## src/rtl/spi_pkg.sv

```systemverilog
// spi_pkg: shared SPI constants, default word width and responder state encoding
package spi_pkg;

    localparam int SPI_DATA_WIDTH = 8;

    // Mode 0: sclk idles low, data sampled on the leading (rising) edge
    localparam logic SPI_CPOL = 1'b0;
    localparam logic SPI_CPHA = 1'b0;

    typedef enum logic {
        ST_IDLE   = 1'b0,
        ST_ACTIVE = 1'b1
    } spi_state_t;

endpackage

```

## src/rtl/spi_sync_edge.sv

```systemverilog
// spi_sync_edge: multi-flop synchronizer with rise/fall detection taken only from flops
module spi_sync_edge #(
    parameter int   STAGES    = 2,
    parameter logic RESET_VAL = 1'b0
) (
    input  logic clk,
    input  logic rst_n,
    input  logic i_async,
    output logic o_rise,
    output logic o_fall
);

    logic [STAGES-1:0] r_sync;
    logic              r_prev;

    // Shift the pin through the chain and keep a copy of the last stage for edge detection
    always_ff @(posedge clk or negedge rst_n) begin
        if (!rst_n) begin
            r_sync <= {STAGES{RESET_VAL}};
            r_prev <= RESET_VAL;
        end else begin
            r_sync <= {r_sync[STAGES-2:0], i_async};
            r_prev <= r_sync[STAGES-1];
        end
    end

    assign o_rise = r_sync[STAGES-1] & ~r_prev;
    assign o_fall = ~r_sync[STAGES-1] & r_prev;

endmodule

```

## src/rtl/spi_slave.sv

```systemverilog
// spi_slave: mode-0 SPI responder oversampling sclk/ss/mosi on the local clock
module spi_slave
    import spi_pkg::*;
#(
    parameter int DATA_WIDTH  = SPI_DATA_WIDTH,
    parameter int SYNC_STAGES = 2
) (
    input  logic                  global_clk,
    input  logic                  reset,
    input  logic                  sclk,
    input  logic                  ss,
    input  logic                  mosi,
    output logic                  miso,
    input  logic [DATA_WIDTH-1:0] tx_data,
    input  logic                  tx_load,
    output logic                  tx_ready,
    output logic [DATA_WIDTH-1:0] rx_data,
    output logic                  rx_valid,
    output logic                  underrun
);

    localparam int            CW       = $clog2(DATA_WIDTH);
    localparam logic [CW-1:0] LAST_BIT = CW'(DATA_WIDTH - 1);

    logic                   w_sclk_rise, w_sclk_fall, w_ss_rise, w_ss_fall;
    logic                   w_sample, w_shift, w_mosi, w_load_ok, w_consume;
    logic [SYNC_STAGES-1:0] r_mosi_sync;

    spi_state_t             r_state, w_state_nxt;
    logic [CW-1:0]          r_cnt, w_cnt_nxt;
    logic [DATA_WIDTH-1:0]  r_rx_shift, w_rx_shift_nxt;
    logic [DATA_WIDTH-1:0]  r_tx_shift, w_tx_shift_nxt;
    logic [DATA_WIDTH-1:0]  r_rx_data, w_rx_data_nxt;
    logic [DATA_WIDTH-1:0]  r_tx_buf;
    logic                   r_tx_ready, r_rx_valid, w_rx_valid_nxt;
    logic                   r_underrun, w_underrun_nxt, r_miso, w_miso_nxt;
    logic                   r_wrap, w_wrap_nxt;
    logic                   r_pend, w_pend_nxt, r_pend_empty, w_pend_empty_nxt;

    spi_sync_edge #(.STAGES(SYNC_STAGES), .RESET_VAL(SPI_CPOL)) u_sclk_sync (
        .clk     (global_clk),
        .rst_n   (reset),
        .i_async (sclk),
        .o_rise  (w_sclk_rise),
        .o_fall  (w_sclk_fall)
    );

    spi_sync_edge #(.STAGES(SYNC_STAGES), .RESET_VAL(1'b1)) u_ss_sync (
        .clk     (global_clk),
        .rst_n   (reset),
        .i_async (ss),
        .o_rise  (w_ss_rise),
        .o_fall  (w_ss_fall)
    );

    // mosi only needs the level; it is read when the sample edge is seen
    always_ff @(posedge global_clk or negedge reset) begin
        if (!reset) r_mosi_sync <= '0;
        else        r_mosi_sync <= {r_mosi_sync[SYNC_STAGES-2:0], mosi};
    end

    assign w_mosi    = r_mosi_sync[SYNC_STAGES-1];
    assign w_sample  = (SPI_CPOL == SPI_CPHA) ? w_sclk_rise : w_sclk_fall;
    assign w_shift   = (SPI_CPOL == SPI_CPHA) ? w_sclk_fall : w_sclk_rise;
    assign w_load_ok = tx_load & r_tx_ready;

    // Next-state and datapath: the reload at a word boundary only peeks the buffer;
    // the buffer is committed (or underrun flagged) on the first sample edge of that
    // word, so a trailing sclk fall before ss rises never eats an unsent buffer.
    always_comb begin
        w_state_nxt      = r_state;
        w_cnt_nxt        = r_cnt;
        w_rx_shift_nxt   = r_rx_shift;
        w_tx_shift_nxt   = r_tx_shift;
        w_rx_data_nxt    = r_rx_data;
        w_rx_valid_nxt   = 1'b0;
        w_underrun_nxt   = 1'b0;
        w_wrap_nxt       = r_wrap;
        w_pend_nxt       = r_pend;
        w_pend_empty_nxt = r_pend_empty;
        w_consume        = 1'b0;
        if (r_state == ST_IDLE) begin
            if (w_ss_fall) begin
                w_state_nxt    = ST_ACTIVE;
                w_cnt_nxt      = '0;
                w_wrap_nxt     = 1'b0;
                w_pend_nxt     = 1'b0;
                w_tx_shift_nxt = r_tx_ready ? '0 : r_tx_buf;
                w_consume      = ~r_tx_ready;
                w_underrun_nxt = r_tx_ready;
            end
        end else if (w_ss_rise) begin
            w_state_nxt = ST_IDLE;
            w_cnt_nxt   = '0;
            w_wrap_nxt  = 1'b0;
            w_pend_nxt  = 1'b0;
        end else begin
            if (w_sample) begin
                w_rx_shift_nxt = {r_rx_shift[DATA_WIDTH-2:0], w_mosi};
                w_cnt_nxt      = (r_cnt == LAST_BIT) ? '0 : r_cnt + CW'(1);
                if (r_cnt == LAST_BIT) begin
                    w_rx_data_nxt  = {r_rx_shift[DATA_WIDTH-2:0], w_mosi};
                    w_rx_valid_nxt = 1'b1;
                    w_wrap_nxt     = 1'b1;
                end
                if (r_pend) begin
                    w_pend_nxt     = 1'b0;
                    w_consume      = ~r_pend_empty;
                    w_underrun_nxt = r_pend_empty;
                end
            end
            if (w_shift) begin
                if (r_wrap) begin
                    w_tx_shift_nxt   = r_tx_ready ? '0 : r_tx_buf;
                    w_pend_nxt       = 1'b1;
                    w_pend_empty_nxt = r_tx_ready;
                    w_wrap_nxt       = 1'b0;
                end else begin
                    w_tx_shift_nxt = r_tx_shift << 1;
                end
            end
        end
        w_miso_nxt = (w_state_nxt == ST_ACTIVE) & w_tx_shift_nxt[DATA_WIDTH-1];
    end

    // State, shift registers, transmit buffer and output strobes
    always_ff @(posedge global_clk or negedge reset) begin
        if (!reset) begin
            r_state      <= ST_IDLE;
            r_cnt        <= '0;
            r_rx_shift   <= '0;
            r_tx_shift   <= '0;
            r_rx_data    <= '0;
            r_tx_buf     <= '0;
            r_tx_ready   <= 1'b1;
            r_rx_valid   <= 1'b0;
            r_underrun   <= 1'b0;
            r_miso       <= 1'b0;
            r_wrap       <= 1'b0;
            r_pend       <= 1'b0;
            r_pend_empty <= 1'b0;
        end else begin
            r_state      <= w_state_nxt;
            r_cnt        <= w_cnt_nxt;
            r_rx_shift   <= w_rx_shift_nxt;
            r_tx_shift   <= w_tx_shift_nxt;
            r_rx_data    <= w_rx_data_nxt;
            r_tx_buf     <= w_load_ok ? tx_data : r_tx_buf;
            r_tx_ready   <= w_consume ? 1'b1 : (w_load_ok ? 1'b0 : r_tx_ready);
            r_rx_valid   <= w_rx_valid_nxt;
            r_underrun   <= w_underrun_nxt;
            r_miso       <= w_miso_nxt;
            r_wrap       <= w_wrap_nxt;
            r_pend       <= w_pend_nxt;
            r_pend_empty <= w_pend_empty_nxt;
        end
    end

    assign miso     = r_miso;
    assign tx_ready = r_tx_ready;
    assign rx_data  = r_rx_data;
    assign rx_valid = r_rx_valid;
    assign underrun = r_underrun;

endmodule

```

## config.mk

```make
export PLATFORM = sky130hd
export DESIGN_NAME = spi_slave
export DESIGN_NICKNAME = d
export VERILOG_FILES = /design/src/rtl/spi_pkg.sv /design/src/rtl/spi_sync_edge.sv /design/src/rtl/spi_slave.sv
export SDC_FILE = /design/constraint.sdc
export NUM_CORES = 1
export LEC_CHECK = 0
export ABC_AREA = 1
export BUFFER_PORTS_ARGS = -buffer_cell sky130_fd_sc_hd__buf_2
export CAP_MARGIN = 20
export CORE_MARGIN = 2
export CORE_UTILIZATION = 55
export CTS_CLUSTER_SIZE = 20
export DETAILED_ROUTE_END_ITERATION = 6
export GPL_TIMING_DRIVEN = 0
export PLACE_DENSITY = 0.78
export SYNTH_ARGS = -nofsm -noshare
export SYNTH_HDL_FRONTEND = slang
export SYNTH_HIERARCHICAL = 1
export SYNTH_SLANG_ARGS = --single-unit
```

## constraint.sdc

```tcl
create_clock -name global_clk -period 2.68 [get_ports global_clk]
set_clock_uncertainty 0.05 [all_clocks]
set_input_delay 0.402 -clock global_clk [delete_from_list [all_inputs] [get_ports global_clk]]
set_output_delay 0.402 -clock global_clk [all_outputs]
set_load 0.005 [all_outputs]
```

==> parameters.txt <==
Parameter                              Value

Status
  Result of the run ... complete, no violations

Synthesis
  Post-Syn Area ... 2080 um^2
  Number of synthesized register bits ... 50
  Cell count after synthesis ... 211
  Count of distinct cell types in the synthesized netlist ... 20
  Fraction of the yosys area taken by sequential cells ... 60.4%
  Total number of yosys warnings ... 6
  Syn_nets ... 227
  Mean instance size in the synthesized netlist ... 9.86 um^2

Clock tree
  Total setup buffers inserted after CTS ... 0
  Max Root-Sink Buffers ... 2
  Clock tree from TritonCTS ... yes
  Clk root buf ... sky130_fd_sc_hd__clkbuf_8
  Clock transition at path regs ... 0.09 ns
  Number of clock buffers inserted by TritonCTS ... 5
  Count of H-tree levels built during CTS ... 2
  Clk sinks ... 50
  Clock latency on the worst-skew pair ... 0.31 ns

STA
  Smallest hold slack ... 0.141 ns
  Measured slew at the worst slew-check pin ... 0.512 ns
  Setup WS post-layout ... 0.720 ns
  Setup Viol. Count Final ... 0
  Max-Slew Margin vs Limit ... 65.8%
  Achievable Freq ... 0.510 GHz
  Total Neg Setup Slack ... 0 ns
  Final cycle utilization of the critical path ... 73.1%
  Unrepaired setup endpoints after global routing ... no
  Final Hold Fails ... 0
  Minimum clock period after layout ... 1.96 ns
  Slew Limit Fails ... 0

Power and ir drop
  Switching Power ... 0.606 mW
  Internal ... 1.33 mW
  Largest voltage drop on the vdd net ... 0.422 mV
  Net Sw Frac ... 31.4%
  Combinational power share ... 21.0%
  Static leakage ... 1.22 nW
  Clock power share ... 23.9%
  Register share of total power ... 55.1%
  Power Dens Cells ... 807 nW/um^2

Finish
  Number of nets in the finished design ... 261
  Commonest non-fill, non-tap cells in the layout ... sky130_fd_sc_hd__nand2_1, sky130_fd_sc_hd__dfrtp_1, sky130_fd_sc_hd__inv_1, sky130_fd_sc_hd__buf_2
  Share of the core filled with cells ... 65.4%
  Ant diodes ... 0
  Most common cell after layout, fill and taps aside ... sky130_fd_sc_hd__nand2_1
  Area growth from synthesis to layout ... 15.2%
  Number of non-filler instances in the completed layout ... 294
  Fraction of final layout cells sized beyond drive strength 1 ... 24.8%

Route
  DRT iter0 DRCs ... 131
  Detailed-routing iteration count for the pre-antenna-repair pass ... 4
  Final routed wirelength across all metal layers ... 3720 um
  Average via count per standard cell ... 5.22
  Drt drc ... 0
  Average wire per cell in the routed design ... 12.6 um
  Total vias in the final route ... 1536
  DRT antenna net count ... 0

Global route
  Global route total overflow ... 0
  Pin count of the biggest net entering global routing ... 51
  Antenna violations before repair ... 0
  Vias in the first global route ... 1461
  GRT Util Overall ... 20.1%
  Wire length of the first global-routing pass ... 6420 um

Placed design
  Post-DP HPWL ... 2590 um
  Placed insts ... 284
  Number of port buffers ... 25
  Minimum setup slack after placement ... 0.752 ns
  Final weighted congestion in routability-driven placement ... 0.791

Floorplan
  Die height ... 65.5 um
  Area of the core ... 3660 um^2
  Total die area ... 4290 um^2
  Number of core rows ... 22
  Die width ... 65.5 um
  Initial core utilization ... 56.8%
  I/O pin count ... 26

Setup path
  Crit path top cell by count ... sky130_fd_sc_hd__inv_1
  Setup crit end kind ... register
  Reg2reg setup slack ... 0.72 ns
  Req. time, crit path ... 2.88 ns
  Maximum single-stage delay on the critical path ... 0.55 ns
  Crit path launch ... u_ss_sync/r_sync[1]$_DFF_PN1_
  Highest-delay cell along the critical path ... sky130_fd_sc_hd__dfstp_2
  Critical register-to-register path startpoint ... u_ss_sync/r_sync[1]$_DFF_PN1_
  Arrival time of the worst setup path ... 2.16 ns
  Startpoint kind of the worst setup timing path ... register
  Highest net fanout along the worst path ... 7
  Critical path class ... reg -> reg
  Cell-by-cell listing of the critical path ... inv_1, nor2_1, inv_1, nand3_1, inv_1, nor2_1, nand2_1, nand3_1

Min path
  Hold path startpoint ... mosi
  Worst hold path type ... in -> reg

Run
  Max Cap Viol ... 0
Yosys cell counts, drive strengths merged:
| master | n | area share (%) |
|---|---|---|
| nand2 | 53 | 10 |
| o31ai | 1 | 0.36 |
| o211ai | 6 | 2.2 |
| ha | 2 | 1.2 |
| mux2 | 7 | 3.8 |
| clkbuf | 2 | 0.36 |
| o21ai | 22 | 6.6 |
| nor2 | 16 | 3.2 |
| buf | 3 | 1.0 |
| dfrtp | 46 | 55 |
| nand3 | 15 | 3.6 |
| inv | 29 | 5.2 |
| a21oi | 5 | 1.7 |
| dfstp | 4 | 5.1 |
per-layer routing:
metal  share of wire, %  vias to the layer above  wire, um  global-route usage (%)
li1                   -                      740         -                       -
met1                 46                      749      1700                    27.1
met2                 47                       38      1760                    30.6
met3                4.8                        9       178                    4.97
met4                2.3                        0        84                    9.90
met5                  0                        -         0                       0
layout make-up:
class,count,area (um^2)
clock buffer,6,82.6
clock inverter,2,17.5
sequential,50,1260
buffer,5,28.8
fill,289,1270
inverter,29,109
timing repair buffer,27,155
multi-input combinational,127,686
tap,48,60.1
through the flow:
step / total power, mW / area (um^2)
final: 1.93 / 2390
after global placement: 1.46 / 2260
after floorplan: 1.34 / 2080
after detailed placement: 1.48 / 2260
after CTS: 1.94 / 2360
after global routing: 2.05 / 2390
path summary, 6_finish.rpt:
kind	cells past startpoint	endpoint
worst max-delay path	8	r_tx_shift[1]$_DFFE_PN0P_
worst min-delay path	1	r_mosi_sync[0]$_DFF_PN0_
worst max register to register	8	r_tx_shift[1]$_DFFE_PN0P_
worst min register to register	0	u_ss_sync/r_sync[1]$_DFF_PN1_
max in group asynchronous	3	tx_ready$_DFFE_PN1P_
min in group asynchronous	2	r_tx_buf[7]$_DFFE_PN0P_
registers in the layout (all words and copies together) (netlist names), 2 cells and up:
register,flops
r_tx_shift,8
u_ss_sync/r_sync,2
rx_data,8
r_mosi_sync,2
r_cnt,3
r_rx_shift,7
r_tx_buf,8
u_sclk_sync/r_sync,2
power groups by stage:
stage / sequential [mW] / combinational, mW / clock [mW]
CTS: 1.06 / 0.406 / 0.471
detailed placement: 1.08 / 0.406 / 0
global route: 1.08 / 0.463 / 0.506
global placement: 1.07 / 0.384 / 0
floorplan: 1.04 / 0.302 / 0
finish: 1.07 / 0.406 / 0.462
logic make-up (layout without fill, tap and decap cells):
kind of cell	count (synthesis)	in the layout	synth area share [%]
and+or+nand+nor	84	84	17.1
DFF	50	50	60.4
AOI/OAI and AO/OA	34	34	10.8
buffers and inverters	34	69	6.62
muxes	7	7	3.79
adders and majority gates	2	2	1.20
critical path: cells and delay by family (launching register included):
kind,cells,cell delay (ns)
simple gates,5,1.02
flops,1,0.55
buf+inv,3,0.28
repair_timing:
item                      CTS  global route
hold endpoints to repair    0             7
hold buffers                0             1
resized for setup           0             0
Power figures use the tool's default switching activity.
